**config.mk**
```make
export PLATFORM = sky130hd
export DESIGN_NAME = fpaddsub_share_arbiter
export DESIGN_NICKNAME = d
export VERILOG_FILES = /design/src/rtl/fpaddsub_share_arbiter.sv
export SDC_FILE = /design/constraint.sdc
export NUM_CORES = 1
export LEC_CHECK = 0
export BUFFER_PORTS_ARGS = -buffer_cell sky130_fd_sc_hd__clkbuf_2
export CAP_MARGIN = 20
export CORE_MARGIN = 2
export CORE_UTILIZATION = 58
export DETAILED_ROUTE_END_ITERATION = 12
export GPL_TIMING_DRIVEN = 0
export PLACE_DENSITY = 0.89
export SYNTH_ARGS = -nofsm -noshare
export SYNTH_HDL_FRONTEND = slang
export SYNTH_SLANG_ARGS = --single-unit
```
**constraint.sdc**
```tcl
create_clock -name clk -period 4.6 [get_ports clk]
set_clock_uncertainty 0.1 [all_clocks]
set_input_delay 1.15 -clock clk [delete_from_list [all_inputs] [get_ports clk]]
set_output_delay 1.15 -clock clk [all_outputs]
set_load 0.005 [all_outputs]
```
**src/rtl/fpaddsub_share_arbiter.sv**
```systemverilog
// Round-robin front end sharing one fixed-latency FP add/sub unit.
// Issues are tag-tracked through the pipe and returned through a credited FIFO.
module fpaddsub_share_arbiter #(
  parameter int NUM_REQ    = 4,
  parameter int DWIDTH     = 16,
  parameter int PIPE_LAT   = 4,
  parameter int FIFO_DEPTH = 8,
  parameter int TAGW       = 2
) (
  input  logic                      clk,
  input  logic                      resetn,
  input  logic [NUM_REQ-1:0]        req_valid,
  output logic [NUM_REQ-1:0]        req_ready,
  input  logic [NUM_REQ*DWIDTH-1:0] req_a,
  input  logic [NUM_REQ*DWIDTH-1:0] req_b,
  input  logic [NUM_REQ-1:0]        req_op,
  output logic                      add_issue,
  output logic [DWIDTH-1:0]         add_a,
  output logic [DWIDTH-1:0]         add_b,
  output logic                      add_op,
  input  logic [DWIDTH-1:0]         add_result,
  output logic                      resp_valid,
  input  logic                      resp_ready,
  output logic [TAGW-1:0]           resp_tag,
  output logic [DWIDTH-1:0]         resp_data,
  output logic                      busy
);

  localparam int AW = $clog2(FIFO_DEPTH);
  localparam int CW = $clog2(FIFO_DEPTH + 1);
  localparam int FW = TAGW + DWIDTH;

  logic [TAGW-1:0]   rr_q;
  logic [CW-1:0]     credits_q;
  logic [CW-1:0]     credits_d;
  logic              issue_q;
  logic [DWIDTH-1:0] a_q;
  logic [DWIDTH-1:0] b_q;
  logic              op_q;
  logic [TAGW-1:0]   itag_q;
  logic [PIPE_LAT-1:0] vld_q;
  logic [TAGW-1:0]   stag_q [PIPE_LAT];
  logic [AW:0]       wptr_q;
  logic [AW:0]       rptr_q;
  logic [FW-1:0]     mem_q [FIFO_DEPTH];

  logic              gnt_found;
  logic [TAGW-1:0]   gnt_idx;
  logic              hs;
  logic              push;
  logic              pop;
  logic [FW-1:0]     head;

  function automatic logic [TAGW-1:0] wrap_idx(
    input logic [TAGW-1:0] base,
    input int              off
  );
    int s;
    s = int'(base) + off;
    if (s >= NUM_REQ) s = s - NUM_REQ;
    return TAGW'(s);
  endfunction

  always_comb begin
    gnt_found = 1'b0;
    gnt_idx   = '0;
    for (int i = 0; i < NUM_REQ; i++) begin
      if (!gnt_found && req_valid[wrap_idx(rr_q, i)]) begin
        gnt_found = 1'b1;
        gnt_idx   = wrap_idx(rr_q, i);
      end
    end
  end

  // A grant needs a credit so every issued op already owns a FIFO slot
  assign hs        = gnt_found && (credits_q != '0) && resetn;
  assign req_ready = hs ? (NUM_REQ'(1) << gnt_idx) : '0;

  assign push       = vld_q[PIPE_LAT-1];
  assign resp_valid = (wptr_q != rptr_q);
  assign pop        = resp_valid && resp_ready;
  assign head       = mem_q[rptr_q[AW-1:0]];
  assign resp_tag   = resp_valid ? head[FW-1:DWIDTH] : '0;
  assign resp_data  = resp_valid ? head[DWIDTH-1:0] : '0;

  assign add_issue = issue_q;
  assign add_a     = a_q;
  assign add_b     = b_q;
  assign add_op    = op_q;
  assign busy      = (|vld_q) || resp_valid || issue_q;

  always_comb begin
    credits_d = credits_q;
    if (hs && !pop)      credits_d = credits_q - CW'(1);
    else if (!hs && pop) credits_d = credits_q + CW'(1);
  end

  always_ff @(posedge clk or negedge resetn) begin
    if (!resetn) begin
      rr_q      <= '0;
      credits_q <= CW'(FIFO_DEPTH);
      issue_q   <= 1'b0;
      a_q       <= '0;
      b_q       <= '0;
      op_q      <= 1'b0;
      itag_q    <= '0;
      vld_q     <= '0;
      for (int k = 0; k < PIPE_LAT; k++) stag_q[k] <= '0;
      wptr_q    <= '0;
      rptr_q    <= '0;
    end else begin
      issue_q   <= hs;
      credits_q <= credits_d;
      if (hs) begin
        a_q    <= req_a[gnt_idx*DWIDTH +: DWIDTH];
        b_q    <= req_b[gnt_idx*DWIDTH +: DWIDTH];
        op_q   <= req_op[gnt_idx];
        itag_q <= gnt_idx;
        rr_q   <= wrap_idx(gnt_idx, 1);
      end
      vld_q[0]  <= issue_q;
      stag_q[0] <= itag_q;
      for (int k = 1; k < PIPE_LAT; k++) begin
        vld_q[k]  <= vld_q[k-1];
        stag_q[k] <= stag_q[k-1];
      end
      if (push) wptr_q <= wptr_q + (AW+1)'(1);
      if (pop)  rptr_q <= rptr_q + (AW+1)'(1);
    end
  end

  always_ff @(posedge clk) begin
    if (push) mem_q[wptr_q[AW-1:0]] <= {stag_q[PIPE_LAT-1], add_result};
  end

endmodule
```
Yosys cells after proc, flatten, opt, wreduce, memory -nomap -nowiden
Memories as Yosys holds them, arrays and structs flattened.
Cells that the tools add are included.
{"block": "totals", "ff_bits": 62, "latch_bits": 0, "mem_bits_rw": 144, "rom_bits": 0, "elab_cells": 90, "mem_count": 1}
{"block": "op_classes", "addsub": 13, "n_mul": 0, "div_mod_pow": 0, "n_lt_le_gt_ge": 10, "n_eq_ne": 1, "shift": 3, "mux": 30, "bitwise": 0, "n_reduce_logical": 18}
{"name": "mem_q", "depth": 8, "word_bits": 18, "rd": 1, "rd_ports_with_merged_regs": 0, "wr": 1, "line": "45", "text": "logic [FW-1:0] mem_q [FIFO_DEPTH];"}
{"op": "$shiftx 64x7->16", "count": 2}
{"op": "$mux 2", "count": 10}
{"op": "$mux 16", "count": 1}
{"op": "$lt 2x3->1 const B", "count": 5}
{"op": "$add 4x1->4 const B", "count": 3}
{"op": "$ge 3x3->1 const B", "count": 4}
{"op": "$mux 4", "count": 3}
{"op": "$mux 1", "count": 11}
{"op": "$bmux 1 s2", "count": 5}
{"op": "$sub 2x1->2 const B", "count": 5}
{"op": "$logic_and 1x1->1", "count": 8}
{"op": "$add 2x1->3 const B", "count": 2}
{"op": "$add 2x2->3 const B", "count": 2}
{"op": "$logic_not 1->1", "count": 5}
{"op": "$ne 4x4->1", "count": 1}
{"op": "$reduce_bool 4->1", "count": 1}
{"op": "$reduce_or 4->1", "count": 1}
{"op": "$shl 1x2->4 const A", "count": 1}
{"op": "$sub 4x1->4 const B", "count": 1}
{"op": "$ge 2x3->1 const B", "count": 1}
{"op": "$logic_or 1x1->1", "count": 2}
{"op": "$reduce_bool 2->1", "count": 1}

Depth between registers and ports, before layout
Gate-level depths: netlist of the first run.
{"block": "depth", "depth_word": 20, "mapped_depth": 12}

Worst setup path before layout of the first run
No wires, ideal clock.
{"block": "synth_path", "path_kind": "input -> output", "startpoint": "in req_valid[0]", "endpoint": "out req_ready[1]", "t_arrival_ns": 2.246, "required_time_ns": 3.350, "slack_ns": 1.104, "path_stages": 7, "n_path_buf": 1, "path_cell_list": "nor2b_4 -> a2111oi_4 -> nor2_2 -> inv_2 -> buf_4 -> ha_1 -> and2_1"}
{"block": "synth_via", "word_cells_on_any_way": 26, "classes_between": "shift (1); mux (17); reduce/logical (8)"}
{"element": "start: declaration", "line": "12", "text": "input logic [NUM_REQ-1:0] req_valid,"}
{"element": "$bmux 1 s2", "line": "68", "text": "if (!gnt_found && req_valid[wrap_idx(rr_q, i)]) begin"}
{"element": "$mux 1 (not written as such)", "line": "68"}
{"element": "$mux 1", "line": "68"}
{"element": "$logic_not 1->1", "line": "68"}
{"element": "$logic_and 1x1->1", "line": "68"}
{"element": "$mux 1", "line": "68"}
{"element": "$logic_not 1->1", "line": "68"}
{"element": "$logic_and 1x1->1", "line": "68"}
{"element": "$mux 1", "line": "68"}
{"element": "$logic_not 1->1", "line": "68"}
{"element": "$logic_and 1x1->1", "line": "68"}
{"element": "$mux 2 (*)", "line": "68"}
{"element": "via gnt_idx[0]", "line": "48", "text": "logic [TAGW-1:0] gnt_idx;"}
{"element": "$shl 1x2->4 (*)", "line": "77", "text": "assign req_ready = hs ? (NUM_REQ'(1) << gnt_idx) : '0;"}
{"element": "$mux 4 (*)", "line": "77"}
{"element": "end: declaration", "line": "13", "text": "output logic [NUM_REQ-1:0] req_ready,"}
The timed path passes the listed nets; every way through them passes the cells marked *. The select of a mux whose other input is x is not followed.

Worst setup path after layout of the first run
{"block": "layout_path", "startpoint": "in resetn", "endpoint": "out req_ready[1]"}
{"block": "layout_via", "elab_chain_len": 2}
{"element": "start: declaration", "line": "11", "text": "input logic resetn,"}
{"element": "$logic_and 1x1->1", "line": "76", "text": "assign hs = gnt_found && (credits_q != '0) && resetn;"}
{"element": "via hs", "line": "49", "text": "logic hs;"}
{"element": "$mux 4", "line": "77"}
The timed path passes the listed nets, and every way through them passes these cells.

==> results of run 1 <==
-- cell type report --
| type | count | area [sq um] |
|---|---|---|
| Buffer | 31 | 209 |
| Clock inverter | 15 | 141 |
| Antenna cell | 1 | 2.50 |
| Clock buffer | 23 | 533 |
| Multi-Input combinational cell | 287 | 2800 |
| Tap cell | 188 | 235 |
| Sequential cell | 206 | 5880 |
| Inverter | 11 | 41.3 |
| Fill cell | 937 | 4030 |
| Timing Repair Buffer | 222 | 1220 |
-- worst max-delay path by stage --
stage | from | endpoint | slack, ns | cells after the start
after global routing | resetn | req_ready[1] | 0.27 | 5
after detailed placement | resetn | req_ready[1] | 0.48 | 5
after global placement | resetn | req_ready[2] | -0.13 | 5
after floorplan | req_valid[0] | req_ready[1] | 1.10 | 7
final | resetn | req_ready[1] | 0.52 | 5
after CTS | resetn | req_ready[1] | 0.48 | 5
-- Yosys cell counts (2+ instances only) --
library cell  instances
a21oi_1               3
and2_1                4
buf_1                 2
buf_12                3
buf_2                11
buf_4                 4
clkbuf_1              9
dfrtp_1              61
edfxtp_1            144
ha_1                  9
inv_1                 8
inv_2                 3
mux2i_1              84
mux4_2               36
nand2_1              46
nand2_2               2
nand2b_1              3
nand3_1               2
nor2_1               30
nor3_1                3
o21ai_0               4
o221ai_1             28
o221ai_2              6
xnor2_1               5
xor2_1                9
-- logic make-up (layout without fill, tap and decap cells) --
logic type / after synthesis / count (layout) / synth area share [%]
buffers and inverters: 42 / 302 / 2.81
muxes: 122 / 122 / 18.8
DFF: 206 / 206 / 66.1
other: 0 / 1 / 0
and+or+nand+nor: 97 / 97 / 4.73
AOI/OAI and AO/OA: 44 / 44 / 4.73
xor gates and xnor gates: 14 / 14 / 1.38
adders and majority gates: 10 / 10 / 1.49
-- routing by layer --
metal / vias to the layer above / wire length (um)
li1: 2565 / -
met4: 0 / 756
met2: 343 / 12000
met5: - / 0
met1: 3009 / 8270
met3: 61 / 1630
-- through the flow --
stage | setup slack [ns] | hold WS (ns)
after global routing | 0.274 | 0.247
after detailed placement | 0.478 | 0.236
after global placement | -0.125 | 0.232
final | 0.521 | 0.244
after CTS | 0.480 | 0.246
after floorplan | 1.10 | 0.231
-- state kept, by name (all words and copies together) (netlist names), 2 cells and up --
name / count
rptr_q: 4
itag_q: 2
stag_q: 8
credits_q: 4
mem_q: 144
rr_q: 2
add_a: 16
add_b: 16
wptr_q: 4
vld_q: 4
-- power breakdown --
part / switching, W / internal, W / total [W]
logic: 0.00145 / 0.00127 / 0.00273
clock network: 0.000708 / 0.000959 / 0.00167
registers: 0.000247 / 0.00247 / 0.00271
==> out/qor.txt, run 1 <==
CP Cell Sequence -> clkbuf_4 -> nand3_1 -> inv_2 -> and2_1 -> clkbuf_2
Mapped Cells -> 535
Num ports -> 213
Core area -> 15100 sq um
GR Overflow Total -> 0
Initial antenna violation count -> 1
Setup crit start kind -> primary input
DRT Pass-1 Iters -> 4
# clock sinks -> 206
Tot Pwr -> 0.00711 W
Placed inst area -> 10400 sq um
Die Span X -> 128 um
Hold_buf cts -> 0
Fin nets -> 945
Power per Cell Area -> 643 nW/um^2
Synth Cell Area -> 8900 sq um
# DRC -> 0
M1 GR Usage -> 33.7%
Hold Path Stages -> 0
Drt wl/cell -> 23.0 um
Setup-failing EPs final -> 0
Tmin final -> 4.08 ns
Detailed-route wire length -> 22600 um
CTS Buffer Depth -> 3
CTS tree -> done
CP Class -> primary input to output port
CP Capture Type -> output port
Post-synth net total -> 700
Critical Path Fanout Max -> 63
Final std cells w/o fill -> 984
Setup TNS Final -> 0 ns
Asr flop ratio synth -> 30.1%
Mean Syn Cell Area -> 16.6 sq um
Max VDD drop -> 0.302 mV
Main synth FF type -> edfxtp_1
Relative slew slack -> 38.7%
Clock H-tree levels -> 1
Slowest stage delay, CP -> 0.67 ns
Largest area contributor in the netlist -> edfxtp_1
Period utilization -> 88.7%
CP max-delay cell -> clkbuf_4
Largest net degree at the start of global routing -> 64
Worst-skew pair later-pin latency -> 0.49 ns
FF-to-FF Start -> wptr_q[0]
First-pass GRT wire length -> 34200 um
Least-Margin Pin Slew -> 0.919 ns
Reg-to-reg setup timing slack -> 1.52 ns
Share of the core filled with cells -> 73.3%
Crit path DAT -> 2.83 ns
Max_cap viols -> 0
Initial core utilization -> 59.0%
CTS Buf Count -> 21
Fin. max-slew vios -> 0
Input/output buffers -> 212
Fmax -> 245 MHz
Gr busiest metal -> met2
Post-CTS Repair Setup Buffers -> 0
Commonest non-fill, non-tap cell in the layout -> clkbuf_2
Largest cells by area after synthesis -> edfxtp_1 49%, dfrtp_1 17%, mux2i_1 9.5%
Number of synthesized flops with an enable pin -> 144
GR Layer Usage met3 -> 5.30%
Die area -> 16300 sq um
Root Driver -> clkbuf_16
R2r endpoint -> credits_q[3]
Routed Antenna Nets -> 0
DR vias/cell -> 6.08
Share of the synthesized area in the top cell type -> 48.6%
Layout area overhead -> 24.3%
CP top delay family -> buffers and inverters
Most frequent cells in the layout -> 211 x clkbuf_2, 144 x edfxtp_1, 84 x mux2i_1
Vias -> 5978
Initial DRC Count -> 406
Vias in the first global route -> 6432
Placed Instances -> 945
Status -> completed
Total track usage -> 27.7%
Critical Path RT -> 3.35 ns
RePlAce Congestion -> 0.846
Layout cells sized above 1 -> 42.5%
Post-DP HPWL -> 15700 um
Row cnt -> 45
Hold path startpoint -> stag_q[3]
CTS clk-pin slew, worst paths -> 0.06 ns
Unique masters post-synth -> 41
Die H -> 128 um
Lkg Pwr -> 4.63 nW
Worst min-delay path class -> flip-flop to flip-flop
Yosys reg bits -> 206
Synth warn -> 0
Met2 Use GR -> 49.6%
Depth of the worst register-to-register path -> 12
Seq/Total Area, Yosys -> 66.1%
CTS resizes -> 0
Min-Delay Endpoint -> stag_q[1]
Hold Vio Cnt, Final -> 0
Buf/Inv on CP -> 3
RSZ-0062 raised after global routing -> false
Cell area after layout -> 11100 sq um
Power figures use the tool's default switching activity.
==> inputs of run 2 (changes only) <==
Settings changed: REMOVE_ABC_BUFFERS set to 1.
==> out/qor.txt, run 2 (same netlist as run 1, synthesis figures left out) <==
Least-Margin Pin Slew -> 0.994 ns
RePlAce Congestion -> 0.773
GR Overflow Total -> 0
CTS clk-pin slew, worst paths -> 0.05 ns
Vias -> 5448
Layout cells sized above 1 -> 41.4%
Crit path DAT -> 3.03 ns
Initial core utilization -> 59.0%
Post-CTS Repair Setup Buffers -> 0
Initial antenna violation count -> 0
Routed Antenna Nets -> 0
CTS Buffer Depth -> 3
Vias in the first global route -> 5877
Max VDD drop -> 0.300 mV
Met3 routed wirelength -> 1210 um
Worst min-delay path class -> flip-flop to flip-flop
Layout area overhead -> 22.2%
Met1 WL -> 7080 um
DR vias/cell -> 5.72
Most frequent cells in the layout -> 211 x clkbuf_2, 144 x edfxtp_1, 84 x mux2i_1
Critical Path Fanout Max -> 63
Critical Path RT -> 3.35 ns
Depth of the worst register-to-register path -> 11
Post-DP HPWL -> 13600 um
Fmax -> 234 MHz
CTS tree -> done
Fin. max-slew vios -> 0
Top Layer Used -> met4
CP Capture Point -> req_ready[3]
Reg-to-reg setup timing slack -> 1.02 ns
Status -> completed
Met2 WL -> 10600 um
Worst-skew pair later-pin latency -> 0.48 ns
DRT Pass-1 Iters -> 4
Hold path startpoint -> stag_q[2]
Num ports -> 213
Die Span X -> 128 um
Total track usage -> 24.0%
Relative slew slack -> 33.4%
CTS Buf Count -> 21
First-pass GRT wire length -> 30200 um
Commonest non-fill, non-tap cell in the layout -> clkbuf_2
Lkg Pwr -> 4.53 nW
# DRC -> 0
Clock H-tree levels -> 1
Drt wl/cell -> 20.2 um
Dpl ws -> -0.236 ns
Row cnt -> 45
Core area -> 15100 sq um
Fin nets -> 918
FF-to-FF Start -> rptr_q[1]
CP Capture Type -> output port
Power per Cell Area -> 624 nW/um^2
Max reg flops -> 144
Largest net degree at the start of global routing -> 64
Worst hold margin -> 0.247 ns
Input/output buffers -> 212
Tmin final -> 4.28 ns
Die area -> 16300 sq um
Setup TNS Final -> 0 ns
Detailed-route wire length -> 19300 um
Period utilization -> 93.0%
# diodes -> 0
Initial DRC Count -> 262
# clock sinks -> 206
Root Driver -> clkbuf_16
Max_cap viols -> 0
Die H -> 128 um
R2r endpoint -> credits_q[3]
Hold Vio Cnt, Final -> 0
CP Class -> primary input to output port
RSZ-0062 raised after global routing -> false
Setup-failing EPs final -> 0
Hold_buf cts -> 0
Worst setup path start -> resetn
Setup crit start kind -> primary input
Final worst-path setup slack -> 0.320 ns
[run 2: worst min-delay path by stage]
stage / end / slack [ns] / cells past startpoint
floorplan: stag_q[0] / 0.23 / 0
global placement: stag_q[5] / 0.23 / 0
detailed placement: stag_q[2] / 0.23 / 0
CTS: stag_q[0] / 0.25 / 0
global route: stag_q[4] / 0.26 / 0
finish: stag_q[0] / 0.25 / 0
[run 2: worst max-delay path: stages]
cell      delay, ns
buf_4          0.61
nand3_4        0.60
inv_2          0.34
and2_1         0.18
clkbuf_2       0.12
[run 2: what timing repair did]
action / in CTS / in global routing
pin swaps: 0 / 0
resized for setup: 1 / 1
setup endpoints to repair: 4 / 4
[run 2: metal layers]
metal	GRT usage (%)	vias to the layer above
li1	-	2506
met5	0	-
met3	4.84	32
met4	7.11	0
met2	44.0	206
met1	28.8	2704
[run 2: stage by stage]
stage	util, %	instance area (sq um)	std cells	total power, W
after floorplan	-	8690	504	0.00428
after CTS	72.1	10900	953	0.00685
after detailed placement	67.9	10200	918	0.00528
after global placement	66.2	9980	904	0.00505
after global routing	72.1	10900	953	0.00716
final	72.1	10900	953	0.00679
[run 2: layout make-up]
type / count / area [sq um]
Timing Repair Buffer: 226 / 1280
Sequential cell: 206 / 5880
Clock inverter: 6 / 56.3
Inverter: 11 / 43.8
Clock buffer: 29 / 566
Tap cell: 188 / 235
Fill cell: 969 / 4210
Multi-Input combinational cell: 287 / 2810
[run 2: report_power, final]
| group | internal (W) | switching (W) | leakage [nW] | total, W |
|---|---|---|---|---|
| clock network | 0.000911 | 0.000646 | 0.303 | 0.00156 |
| logic | 0.00122 | 0.00118 | 2.16 | 0.00240 |
| registers | 0.00246 | 0.000368 | 2.06 | 0.00283 |
